$ cat config.mk
export PLATFORM = sky130hd
export DESIGN_NAME = aes_io_sequencer
export DESIGN_NICKNAME = d
export VERILOG_FILES = /design/src/rtl/aes_io_sequencer.sv
export SDC_FILE = /design/constraint.sdc
export NUM_CORES = 1
export LEC_CHECK = 0
export CAP_MARGIN = 40
export CELL_PAD_IN_SITES_DETAIL_PLACEMENT = 0
export CELL_PAD_IN_SITES_GLOBAL_PLACEMENT = 1
export CORE_AREA = 3 3 305 307
export DETAILED_ROUTE_END_ITERATION = 12
export DIE_AREA = 0 0 308 310
export DONT_BUFFER_PORTS = 1
export HOLD_SLACK_MARGIN = 0.08
export PLACE_DENSITY_LB_ADDON = 0.1
export REMOVE_ABC_BUFFERS = 1
export SYNTH_ARGS = -nofsm -noshare
export SYNTH_HDL_FRONTEND = slang
export SYNTH_SLANG_ARGS = --single-unit
$ cat constraint.sdc
create_clock -name clk_i -period 3.1 [get_ports clk_i]
set_clock_uncertainty 0.15 [all_clocks]
set_input_delay 0.31 -clock clk_i [delete_from_list [all_inputs] [get_ports clk_i]]
set_output_delay 0.31 -clock clk_i [all_outputs]
set_load 0.05 [all_outputs]
$ cat src/rtl/aes_io_sequencer.sv
// Handshake wrapper around the iterative AES-128 core: holds plaintext/key, releases the core, captures the result.
// Optional AES_IO_SKID_EN adds a one-entry input skid slot so the next block can be queued while one is in flight.
module aes_io_sequencer #(
  parameter int unsigned TIMEOUT = 16,
  parameter int unsigned CNT_W   = 5
) (
  input  logic         clk_i,
  input  logic         rst_ni,
  input  logic         in_valid_i,
  output logic         in_ready_o,
  input  logic [127:0] plaintext_i,
  input  logic [127:0] key_i,
  output logic         core_rst_no,
  output logic [127:0] core_text_o,
  output logic [127:0] core_key_o,
  input  logic         core_finish_i,
  input  logic [127:0] core_data_i,
  output logic         out_valid_o,
  input  logic         out_ready_i,
  output logic [127:0] ciphertext_o,
  output logic         busy_o,
  output logic         err_o
);

  typedef enum logic [1:0] {IDLE, RUN, OUT} state_e;

  localparam logic [CNT_W-1:0] WdMax  = CNT_W'(TIMEOUT);
  localparam logic [CNT_W-1:0] WdLast = CNT_W'(TIMEOUT - 1);

  state_e           state_q, state_d;
  logic [CNT_W-1:0] wd_q, wd_d;
  logic             in_ready_q, in_ready_d;
  logic             core_rst_q, core_rst_d;
  logic             out_valid_q, out_valid_d;
  logic             busy_q, busy_d;
  logic             err_q, err_d;
  logic [127:0]     text_q, text_d;
  logic [127:0]     key_q, key_d;
  logic [127:0]     ct_q, ct_d;
  logic             accept;

  assign accept = in_valid_i & in_ready_q;

`ifdef AES_IO_SKID_EN
  logic         slot_v_q, slot_v_d;
  logic [127:0] slot_text_q, slot_text_d;
  logic [127:0] slot_key_q, slot_key_d;
`endif

  always_comb begin
    state_d = state_q;
    wd_d    = wd_q;
    err_d   = err_q;
    text_d  = text_q;
    key_d   = key_q;
    ct_d    = ct_q;
`ifdef AES_IO_SKID_EN
    slot_v_d    = slot_v_q;
    slot_text_d = slot_text_q;
    slot_key_d  = slot_key_q;
`endif
    case (state_q)
      IDLE: begin
        if (accept) begin
          text_d  = plaintext_i;
          key_d   = key_i;
          wd_d    = '0;
          state_d = RUN;
        end
      end
      RUN: begin
        if (wd_q < WdMax) wd_d = wd_q + 1'b1;
`ifdef AES_IO_SKID_EN
        if (accept) begin
          slot_v_d    = 1'b1;
          slot_text_d = plaintext_i;
          slot_key_d  = key_i;
        end
`endif
        // A finish landing on the last allowed cycle still counts as success.
        if (core_finish_i) begin
          ct_d    = core_data_i;
          state_d = OUT;
        end else if (wd_q >= WdLast) begin
          err_d   = 1'b1;
          state_d = IDLE;
`ifdef AES_IO_SKID_EN
          slot_v_d = 1'b0;
`endif
        end
      end
      OUT: begin
`ifdef AES_IO_SKID_EN
        if (out_ready_i) begin
          if (slot_v_q) begin
            text_d   = slot_text_q;
            key_d    = slot_key_q;
            slot_v_d = 1'b0;
            wd_d     = '0;
            state_d  = RUN;
          end else if (accept) begin
            // Slot is empty, so a block arriving on the exit cycle goes straight to the core.
            text_d  = plaintext_i;
            key_d   = key_i;
            wd_d    = '0;
            state_d = RUN;
          end else begin
            state_d = IDLE;
          end
        end else if (accept) begin
          slot_v_d    = 1'b1;
          slot_text_d = plaintext_i;
          slot_key_d  = key_i;
        end
`else
        if (out_ready_i) state_d = IDLE;
`endif
      end
      default: state_d = IDLE;
    endcase

    core_rst_d  = (state_d == RUN);
    out_valid_d = (state_d == OUT);
    busy_d      = (state_d != IDLE);
`ifdef AES_IO_SKID_EN
    in_ready_d  = ~slot_v_d;
`else
    in_ready_d  = (state_d == IDLE);
`endif
  end

  always_ff @(posedge clk_i or negedge rst_ni) begin
    if (!rst_ni) begin
      state_q     <= IDLE;
      wd_q        <= '0;
      in_ready_q  <= 1'b1;
      core_rst_q  <= 1'b0;
      out_valid_q <= 1'b0;
      busy_q      <= 1'b0;
      err_q       <= 1'b0;
      text_q      <= '0;
      key_q       <= '0;
      ct_q        <= '0;
    end else begin
      state_q     <= state_d;
      wd_q        <= wd_d;
      in_ready_q  <= in_ready_d;
      core_rst_q  <= core_rst_d;
      out_valid_q <= out_valid_d;
      busy_q      <= busy_d;
      err_q       <= err_d;
      text_q      <= text_d;
      key_q       <= key_d;
      ct_q        <= ct_d;
    end
  end

`ifdef AES_IO_SKID_EN
  always_ff @(posedge clk_i or negedge rst_ni) begin
    if (!rst_ni) begin
      slot_v_q    <= 1'b0;
      slot_text_q <= '0;
      slot_key_q  <= '0;
    end else begin
      slot_v_q    <= slot_v_d;
      slot_text_q <= slot_text_d;
      slot_key_q  <= slot_key_d;
    end
  end
`endif

  assign in_ready_o   = in_ready_q;
  assign core_rst_no  = core_rst_q;
  assign core_text_o  = text_q;
  assign core_key_o   = key_q;
  assign out_valid_o  = out_valid_q;
  assign ciphertext_o = ct_q;
  assign busy_o       = busy_q;
  assign err_o        = err_q;

endmodule

==> summary.md, run 1 <==
| Metric | Value |
|---|---|
| Area added between synthesis and finish | `46.08%` |
| Weighted congestion reported at the end of routability-driven placement | `0.6873` |
| Number of sinks on the clock net | `396` |
| Worst Setup Path Type | `reg2reg` |
| Tightest Hold Check Type | `in2async` |
| Quantity of I/O buffers inserted on ports | `0` |
| Element type at the critical path end | `flip-flop` |
| Count of fill cells added during filler insertion | `9,454` |
| Antenna-violating nets left | `0` |
| Initial antenna violation count | `2` |
| Final nets | `1,659` |
| Number of search-and-repair iterations in the first detailed-routing pass | `4` |
| Final setup TNS | `0 ns` |
| Minimum clock period | `2.602 ns` |
| Global-route wire length before repair | `70,870 um` |
| Die height | `310 um` |
| Slew at the pin closest to its max-slew limit | `1.870 ns` |
| Violation count after the first detailed-route iteration | `269` |
| Die X | `308 um` |
| Vias in the first global route | `10,229` |
| Cell count after placement | `2,003` |
| Max Fclk | `384.4 MHz` |
| Async set-or-reset flop fraction in the synthesized netlist | `100.0%` |
| Avg WL per Cell | `20.29 um` |
| TritonCTS buffer count | `50` |
| Number of placement rows | `110` |
| Fraction of the cycle the final worst path needs | `83.92%` |
| Final hold slack | `-0.7372 ns` |
| Residual overflow from global routing | `0` |
| Pins Over Slew Limit | `149` |
| Final cell utilization of the core | `23.99%` |
| H-tree depth | `2` |
| Mean Syn Cell Area | `17.32 sq um` |
| Vias per cell | `3.572` |
| Clock tree from TritonCTS | `done` |
| DRC violations left | `0` |
| Setup slack, reg-to-reg | `0.50 ns` |
| Count of warnings emitted by yosys | `0` |
| Violations in the final reports | `negative hold slack, max-slew violations` |
| Post-route worst setup slack | `0.4984 ns` |
| Final WL | `50,260 um` |
| Die footprint | `0.09548 sq mm` |
| Buffer levels on the longest clock path | `3` |
| Post-route insts no fill | `2,477` |
| DP HPWL | `36,680 um` |
| Initial Utilization | `16.42%` |
| Highest fanout seen on the critical path | `20` |
| Cell area after synthesis | `0.01483 sq mm` |
| Hold violation count in the final report | `396` |
| Maximum number of pins on one net before global-route repair | `397` |
| Clock-pin slew on the worst setup and hold paths | `0.06 ns` |
| Cts hold-fix bufs | `389` |
| CP max stage delay | `0.71 ns` |
| # Max-Cap Violations | `0` |
| Root buffer cell | `clkbuf_16` |
| Share of cells above drive strength 1 | `22.40%` |
| Sequential fraction of the synthesis area | `66.83%` |
| Cell at the slowest stage of the critical path | `dfstp_2` |
| Post-placement worst setup slack | `0.5960 ns` |
| Number of ports placed on the die boundary | `778` |
| All-layer global routing usage | `9.957%` |
| Worst R2R Path Depth | `4` |
| Outcome | `complete, but fails checks` |
| CP arrival | `2.93 ns` |
| Cell Chain, Critical Path | `nor4bb_4, buf_12, mux2_1, dlygate4sd3_1` |
| Clock latency at the later pin of the worst-skew pair | `0.59 ns` |
| Setup-failing EPs final | `0` |
| Setup repair after global routing missed its margin | `false` |
| Placeable core region | `0.09029 sq mm` |
| Cells after Synth | `856` |
| Ys flop type | `dfrtp_1` |
| Data required, critical path | `3.43 ns` |
| Slew headroom | `-24.70%` |
| Post-synth cell types | `30` |
| Vias after detailed routing | `8,848` |
| Crit path launch type | `flip-flop` |
| Register bit total from synthesis | `396` |
| Number of enable flip-flop cells after synthesis | `0` |
logic make-up after synthesis:
kind of cell	count (synthesis)	synth area share [%]
AND/OR/NAND/NOR	17	0.7004
buffers and inverters	46	2.565
AO/OA/AOI/OAI	10	0.4979
multiplexers	385	29.24
flip-flops	396	66.83
adder cells (fa/ha/maj)	2	0.1687
cell usage in the layout, fill, tap and decap left out, types with 4 or more instances in the layout:
master / netlist / final
dfrtp_1: 395 / 395
dlygate4sd3_1: 0 / 389
mux2_2: 196 / 196
mux2_1: 189 / 189
clkbuf_16: 0 / 51
clkbuf_8: 0 / 11
buf_12: 0 / 10
clkinv_2: 0 / 8
clkbuf_1: 0 / 7
buf_4: 1 / 4
per-stage QoR:
stage / hold slack (ns) / area (sq um)
finish: -0.7372 / 21660
global route: -0.8041 / 21660
CTS: -0.8098 / 21660
detailed placement: -0.1266 / 16180
global placement: -0.1223 / 16180
floorplan: -0.1356 / 14460
synth_stat cells, types with 2 or more instances:
library cell	instances	area (sq um)
dfrtp_1	395	9884
inv_1	3	11.26
nor2_1	3	11.26
nor3b_1	3	22.52
a31o_2	2	17.52
buf_6	21	236.5
mux2_2	196	2207
buf_2	19	95.09
buf_8	2	30.03
o21ai_0	2	10.01
mux2_1	189	2128
ha_1	2	25.02
nand2b_1	2	12.51
registers in the layout, indices dropped and copies added (netlist names):
register,count
wd_q,5
core_rst_no,1
in_ready_o,1
core_key_o,128
out_valid_o,1
ciphertext_o,128
busy_o,1
core_text_o,128
state_q,2
err_o,1
area by class of cell:
| class | instances | area, sq um | area share [%] |
|---|---|---|---|
| inverters | 3 | 11.26 | 0.05198 |
| clock inverters | 14 | 132.6 | 0.6123 |
| clock buffers | 69 | 1454 | 6.712 |
| well taps | 1176 | 1471 | 6.793 |
| diodes | 2 | 5.005 | 0.02310 |
| multi-input cells | 414 | 4553 | 21.02 |
| repair buffers | 403 | 4124 | 19.04 |
| flip-flops and latches | 396 | 9911 | 45.75 |
path summary, 6_finish.rpt:
| check | startpoint | to |
|---|---|---|
| worst min register to register | wd_q[1]$_DFFE_PN0P_ | wd_q[1]$_DFFE_PN0P_ |
| worst max-delay path | in_ready_o$_DFF_PN1_ | core_key_o[101]$_DFFE_PN0P_ |
| worst max register to register | in_ready_o$_DFF_PN1_ | core_key_o[101]$_DFFE_PN0P_ |
| worst min-delay path | rst_ni | ciphertext_o[109]$_DFFE_PN0P_ |
| min in group clk_i | plaintext_i[48] | core_text_o[48]$_DFFE_PN0P_ |
| max in group asynchronous | rst_ni | core_key_o[22]$_DFFE_PN0P_ |
metal layers:
metal | share of wire, % | wire length [um] | global-route usage [%] | up-vias
met1 | 32 | 16090 | 9.415 | 4411
met3 | 13 | 6456 | 5.173 | 70
met4 | 2.8 | 1399 | 3.665 | 0
met5 | 0 | 0 | 0 | -
li1 | - | - | - | 3852
met2 | 52 | 26320 | 18.31 | 515
what timing repair did:
action,CTS,global route
gates resized for setup,0,0
buffers inserted,0,0
endpoints found under the hold margin,788,396
critical path, delay by kind of cell (launching register included):
| kind | cells | cell delay [ns] |
|---|---|---|
| buf+inv | 2 | 0.79 |
| flops | 1 | 0.71 |
| mux | 1 | 0.33 |
| simple gates | 1 | 0.49 |
Power of run 1 is not shown: default switching activity piles up to over one toggle a cycle in this logic, so the estimate is an artifact.
==> run 2, diff against run 1 <==
CORE_AREA = 3 3 299 301   (was 3 3 305 307)
DIE_AREA = 0 0 302 304   (was 0 0 308 310)
clock period = 2.3 ns   (was 3.1 ns; I/O delays follow)
==> run 2 against run 1 <==
Compared with the run above: the run ends with negative hold slack left; design area increased by 1.7%; cell count increased by 0.48%; utilization increased by 1.4 points; via count increased by 1.6%; critical path depth increased by 1; first-iteration DRC count decreased by 14%; sequential share of layout area decreased by 0.76 points; register-to-register slack got worse by 0.37 ns; maximum frequency increased by 20%; hold slack got worse by 0.061 ns; sequential cell count unchanged; global-route usage increased by 0.84 points; highest routed layer unchanged.
==> summary.md, run 2 (synthesized netlist as in run 1, its figures left out) <==
| Metric | Value |
|---|---|
| DRC violations left | `0` |
| Vias in the first global route | `10,591` |
| DP HPWL | `37,970 um` |
| Fraction of the cycle the final worst path needs | `94.47%` |
| Slew at the pin closest to its max-slew limit | `1.078 ns` |
| Buffer levels on the longest clock path | `3` |
| Slew headroom | `28.11%` |
| Final hold slack | `-0.7986 ns` |
| Number of ports placed on the die boundary | `778` |
| Minimum clock period | `2.173 ns` |
| Setup-failing EPs final | `0` |
| Sequential Area | `0.009911 sq mm` |
| Cts hold-fix bufs | `403` |
| Die X | `302 um` |
| Root buffer cell | `clkbuf_16` |
| Worst Setup Path Type | `reg2reg` |
| Clock-pin slew on the worst setup and hold paths | `0.06 ns` |
| TritonCTS buffer count | `51` |
| Clock latency at the later pin of the worst-skew pair | `0.58 ns` |
| Maximum number of pins on one net before global-route repair | `397` |
| Number of sinks on the clock net | `396` |
| Crit path launch type | `flip-flop` |
| Number of search-and-repair iterations in the first detailed-routing pass | `4` |
| Area added between synthesis and finish | `48.56%` |
| DP Area | `0.01624 sq mm` |
| Number of placement rows | `108` |
| All-layer global routing usage | `10.80%` |
| Placeable core region | `0.08689 sq mm` |
| Vias per cell | `3.611` |
| Final WL | `52,380 um` |
| H-tree depth | `2` |
| Data required, critical path | `2.61 ns` |
| Avg WL per Cell | `21.04 um` |
| Worst R2R Path Depth | `5` |
| Antenna-violating nets left | `0` |
| Clock tree from TritonCTS | `done` |
| R2R Path Start | `state_q[0]$_DFF_PN0_` |
| Violations in the final reports | `negative hold slack` |
| Final Cell Area | `0.02203 sq mm` |
| Tightest Hold Check Type | `in2async` |
| Endpoint of the lowest-slack register-to-register path | `ciphertext_o[5]$_DFFE_PN0P_` |
| Setup slack, reg-to-reg | `0.13 ns` |
| Most common cell after layout, fill and taps aside | `dlygate4sd3_1` |
| CP arrival | `2.48 ns` |
| Area of combinational cells with multiple inputs | `0.004553 sq mm` |
| Cell count after placement | `1,990` |
| # Max-Cap Violations | `0` |
| Die height | `304 um` |
| Violation count after the first detailed-route iteration | `232` |
| Share of cells above drive strength 1 | `23.18%` |
| Initial Utilization | `17.07%` |
| Post-route insts no fill | `2,489` |
| Pins Over Slew Limit | `0` |
| Vias after detailed routing | `8,988` |
| Die footprint | `0.09181 sq mm` |
| Leading cell types in the layout, fill and taps excluded | `dlygate4sd3_1, dfrtp_1, mux2_2, mux2_1, clkbuf_16` |
| Initial antenna violation count | `2` |
| Final cell utilization of the core | `25.35%` |
| Weighted congestion reported at the end of routability-driven placement | `0.7318` |
| Hold violation count in the final report | `396` |
| Highest fanout seen on the critical path | `24` |
| Max Fclk | `460.3 MHz` |
| Count of fill cells added during filler insertion | `9,085` |
| Global-route wire length before repair | `73,870 um` |
| Setup repair after global routing missed its margin | `false` |
| Quantity of I/O buffers inserted on ports | `0` |
| Element type at the critical path end | `flip-flop` |
| Outcome | `complete, but fails checks` |
| Residual overflow from global routing | `0` |
| Final nets | `1,684` |
==> run 2: what timing repair did <==
item | CTS | global route
endpoints found under the hold margin | 788 | 396
resized for setup | 0 | 1
setup buffers | 0 | 1
endpoints found under the setup margin | 0 | 3
==> run 2: routing by layer <==
layer  up-vias  global-route usage (%)  share of wire [%]
met1      4540                   9.759                 31
met4         0                   3.200                2.5
met5         -                       0                  0
li1       3896                       -                  -
met2       481                   21.06                 55
met3        71                   4.987                 12
==> run 2: worst max-delay path, cell delays in order, from the launching register on <==
cell	delay, ns
dfrtp_1	0.40
buf_4	0.17
nand3b_1	0.14
clkbuf_16	0.26
mux2_2	0.37
dlygate4sd3_1	0.56
==> run 2: layout make-up <==
type	count	share of cell area (%)
Clock inverter	20	1.113
Tap cell	1155	6.560
Sequential cell	396	44.99
Multi-Input combinational cell	414	20.67
Clock buffer	73	6.759
Antenna cell	1	0.01136
Timing Repair Buffer	427	19.85
Inverter	3	0.05112
==> run 2: per-stage QoR <==
step                 TNS, ns  hold slack [ns]  setup WS [ns]
floorplan           -7167.47          -0.2156         -26.62
global placement           0          -0.2013         0.1787
detailed placement         0          -0.2051         0.1634
CTS                        0          -0.8699        0.07234
global route               0          -0.8655        0.05921
finish                     0          -0.7986         0.1273
==> run 2: worst max path at each step <==
stage                              start                       endpoint  slack (ns)  cells past startpoint
CTS                 state_q[1]$_DFF_PN0_  ciphertext_o[117]$_DFFE_PN0P_        0.07                      5
detailed placement  in_ready_o$_DFF_PN1_    core_text_o[13]$_DFFE_PN0P_        0.16                      4
finish              state_q[0]$_DFF_PN0_    ciphertext_o[5]$_DFFE_PN0P_        0.13                      5
floorplan           in_ready_o$_DFF_PN1_      core_key_o[0]$_DFFE_PN0P_      -26.62                      2
global placement    in_ready_o$_DFF_PN1_    core_text_o[19]$_DFFE_PN0P_        0.18                      4
global route        state_q[0]$_DFF_PN0_  ciphertext_o[104]$_DFFE_PN0P_        0.06                      5
Power of run 2 is left out for the same reason.
==> run 3, diff against run 2 <==
HOLD_SLACK_MARGIN = default   (was 0.08)
==> run 3 against run 2 <==
Compared with the run above: the flow still finishes with violations (negative hold slack); hold slack got worse by 0.0047 ns; global-route usage is essentially flat; wire length fell by 1.2%; via count down 1.1%; register-to-register slack better by 0.05 ns; count of clock-buffer cells in the layout is the same; critical path type unchanged; sequential cell count stayed put; sequential share of layout area up 0.38 points; first-iteration DRC count rose by 11%; maximum frequency is 2.5% higher.
==> summary.md, run 3 (synthesized netlist as in run 1, its figures left out) <==
| Metric | Value |
|---|---|
| Outcome | `complete, but fails checks` |
| Violations in the final reports | `negative hold slack` |
| Met1 routing resource usage after global routing | `9.735%` |
| Clock tree from TritonCTS | `done` |
| Vias per cell | `3.596` |
| Weighted congestion reported at the end of routability-driven placement | `0.7318` |
| Cts hold-fix bufs | `387` |
| Number of sinks on the clock net | `396` |
| Slew headroom | `20.55%` |
| Tightest Hold Check Type | `in2async` |
| Residual overflow from global routing | `0` |
| Number of cells upsized or downsized after cts | `0` |
| Vias in the first global route | `10,507` |
| Fraction of the cycle the final worst path needs | `92.20%` |
| # Max-Cap Violations | `0` |
| Max Fclk | `471.6 MHz` |
| Avg WL per Cell | `20.93 um` |
| TritonCTS buffer count | `51` |
| Area of combinational cells with multiple inputs | `0.004553 sq mm` |
| Placeable core region | `0.08689 sq mm` |
| DP HPWL | `37,970 um` |
| Die X | `302 um` |
| Clock-pin slew on the worst setup and hold paths | `0.06 ns` |
| Layer carrying the most global-route usage | `met2` |
| Violation count after the first detailed-route iteration | `258` |
| CP arrival | `2.42 ns` |
| Slew at the pin closest to its max-slew limit | `1.192 ns` |
| Root buffer cell | `clkbuf_16` |
| Quantity of I/O buffers inserted on ports | `0` |
| Hold violation count in the final report | `396` |
| Crit path launch type | `flip-flop` |
| Data required, critical path | `2.60 ns` |
| Pins Over Slew Limit | `0` |
| R2R Path Start | `in_ready_o$_DFF_PN1_` |
| Sequential Area | `0.009911 sq mm` |
| Element type at the critical path end | `flip-flop` |
| Number of ports placed on the die boundary | `778` |
| Number of search-and-repair iterations in the first detailed-routing pass | `4` |
| Grt met3 use | `4.980%` |
| Initial antenna violation count | `2` |
| Count of fill cells added during filler insertion | `9,090` |
| Routing usage on met2 | `21.04%` |
| Area added between synthesis and finish | `47.32%` |
| Post-route insts no fill | `2,471` |
| Cell count after placement | `1,990` |
| Worst Setup Path Type | `reg2reg` |
| Worst setup path startpoint | `in_ready_o$_DFF_PN1_` |
| H-tree depth | `2` |
| Setup repair after global routing missed its margin | `false` |
| All-layer global routing usage | `10.78%` |
| Post-CTS Setup Inserts | `0` |
| Die footprint | `0.09181 sq mm` |
| Share of cells above drive strength 1 | `23.35%` |
| Global-route wire length before repair | `73,600 um` |
| Buffer levels on the longest clock path | `3` |
| Highest fanout seen on the critical path | `36` |
| DRC violations left | `0` |
| Vias after detailed routing | `8,886` |
| Initial Utilization | `17.07%` |
| Final hold slack | `-0.8033 ns` |
| Antenna-violating nets left | `0` |
| Final nets | `1,666` |
| Minimum clock period | `2.121 ns` |
| Maximum number of pins on one net before global-route repair | `397` |
| Final WL | `51,720 um` |
| Die height | `304 um` |
| Clock latency at the later pin of the worst-skew pair | `0.58 ns` |
| Leading cell types in the layout, fill and taps excluded | `dfrtp_1, dlygate4sd3_1, mux2_2, mux2_1, clkbuf_16` |
| Most common cell after layout, fill and taps aside | `dfrtp_1` |
| Number of placement rows | `108` |
| Setup-failing EPs final | `0` |
-- run 3: cell count changes in the layout (fill, tap and decap cells not counted) --
cell,previous run,this run
buf_6,1,0
buf_12,11,12
dlygate4sd3_1,403,387
buf_4,11,10
clkbuf_16,52,51
-- run 3: layout make-up --
cell class,count,share of cell area [%]
Tap cell,1155,6.615
Antenna cell,1,0.01145
Sequential cell,396,45.37
Clock inverter,20,1.123
Timing Repair Buffer,409,19.18
Clock buffer,73,6.816
Multi-Input combinational cell,414,20.84
Inverter,3,0.05155
-- run 3: worst paths after layout --
kind / to / slack (ns) / cells past startpoint
setup reg to reg: core_text_o[13]$_DFFE_PN0P_ / 0.18 / 4
setup / recovery: core_text_o[13]$_DFFE_PN0P_ / 0.18 / 4
min in group clk_i: state_q[1]$_DFF_PN0_ / 0.04 / 3
hold / removal: ciphertext_o[35]$_DFFE_PN0P_ / -0.80 / 0
max in group asynchronous: core_key_o[31]$_DFFE_PN0P_ / 1.82 / 0
hold reg to reg: wd_q[1]$_DFFE_PN0P_ / 0.42 / 1
-- run 3: critical path: stages, from the launching register on --
cell and delay [ns]:
dfstp_2 0.53, nor4bb_4 0.33, buf_12 0.29, buf_12 0.27, mux2_2 0.36
-- run 3: per-layer routing --
| metal | share of wire [%] | routed length, um | vias up |
|---|---|---|---|
| li1 | - | - | 3861 |
| met1 | 31 | 16050 | 4474 |
| met2 | 55 | 28340 | 481 |
| met3 | 12 | 6060 | 70 |
| met4 | 2.5 | 1274 | 0 |
| met5 | 0 | 0 | - |
-- run 3: per-stage QoR --
stage | setup TNS [ns] | util [%] | cell area, sq um | setup slack, ns | hold WS, ns
after floorplan | -7167.47 | - | 14460 | -26.62 | -0.2156
after global placement | 0 | 18.69 | 16240 | 0.1787 | -0.2013
after detailed placement | 0 | 18.69 | 16240 | 0.1634 | -0.2051
after CTS | 0 | 25.14 | 21840 | 0.1350 | -0.8699
after global routing | 0 | 25.14 | 21850 | 0.08562 | -0.8655
final | 0 | 25.14 | 21850 | 0.1794 | -0.8033
Power of run 3 is left out for the same reason.
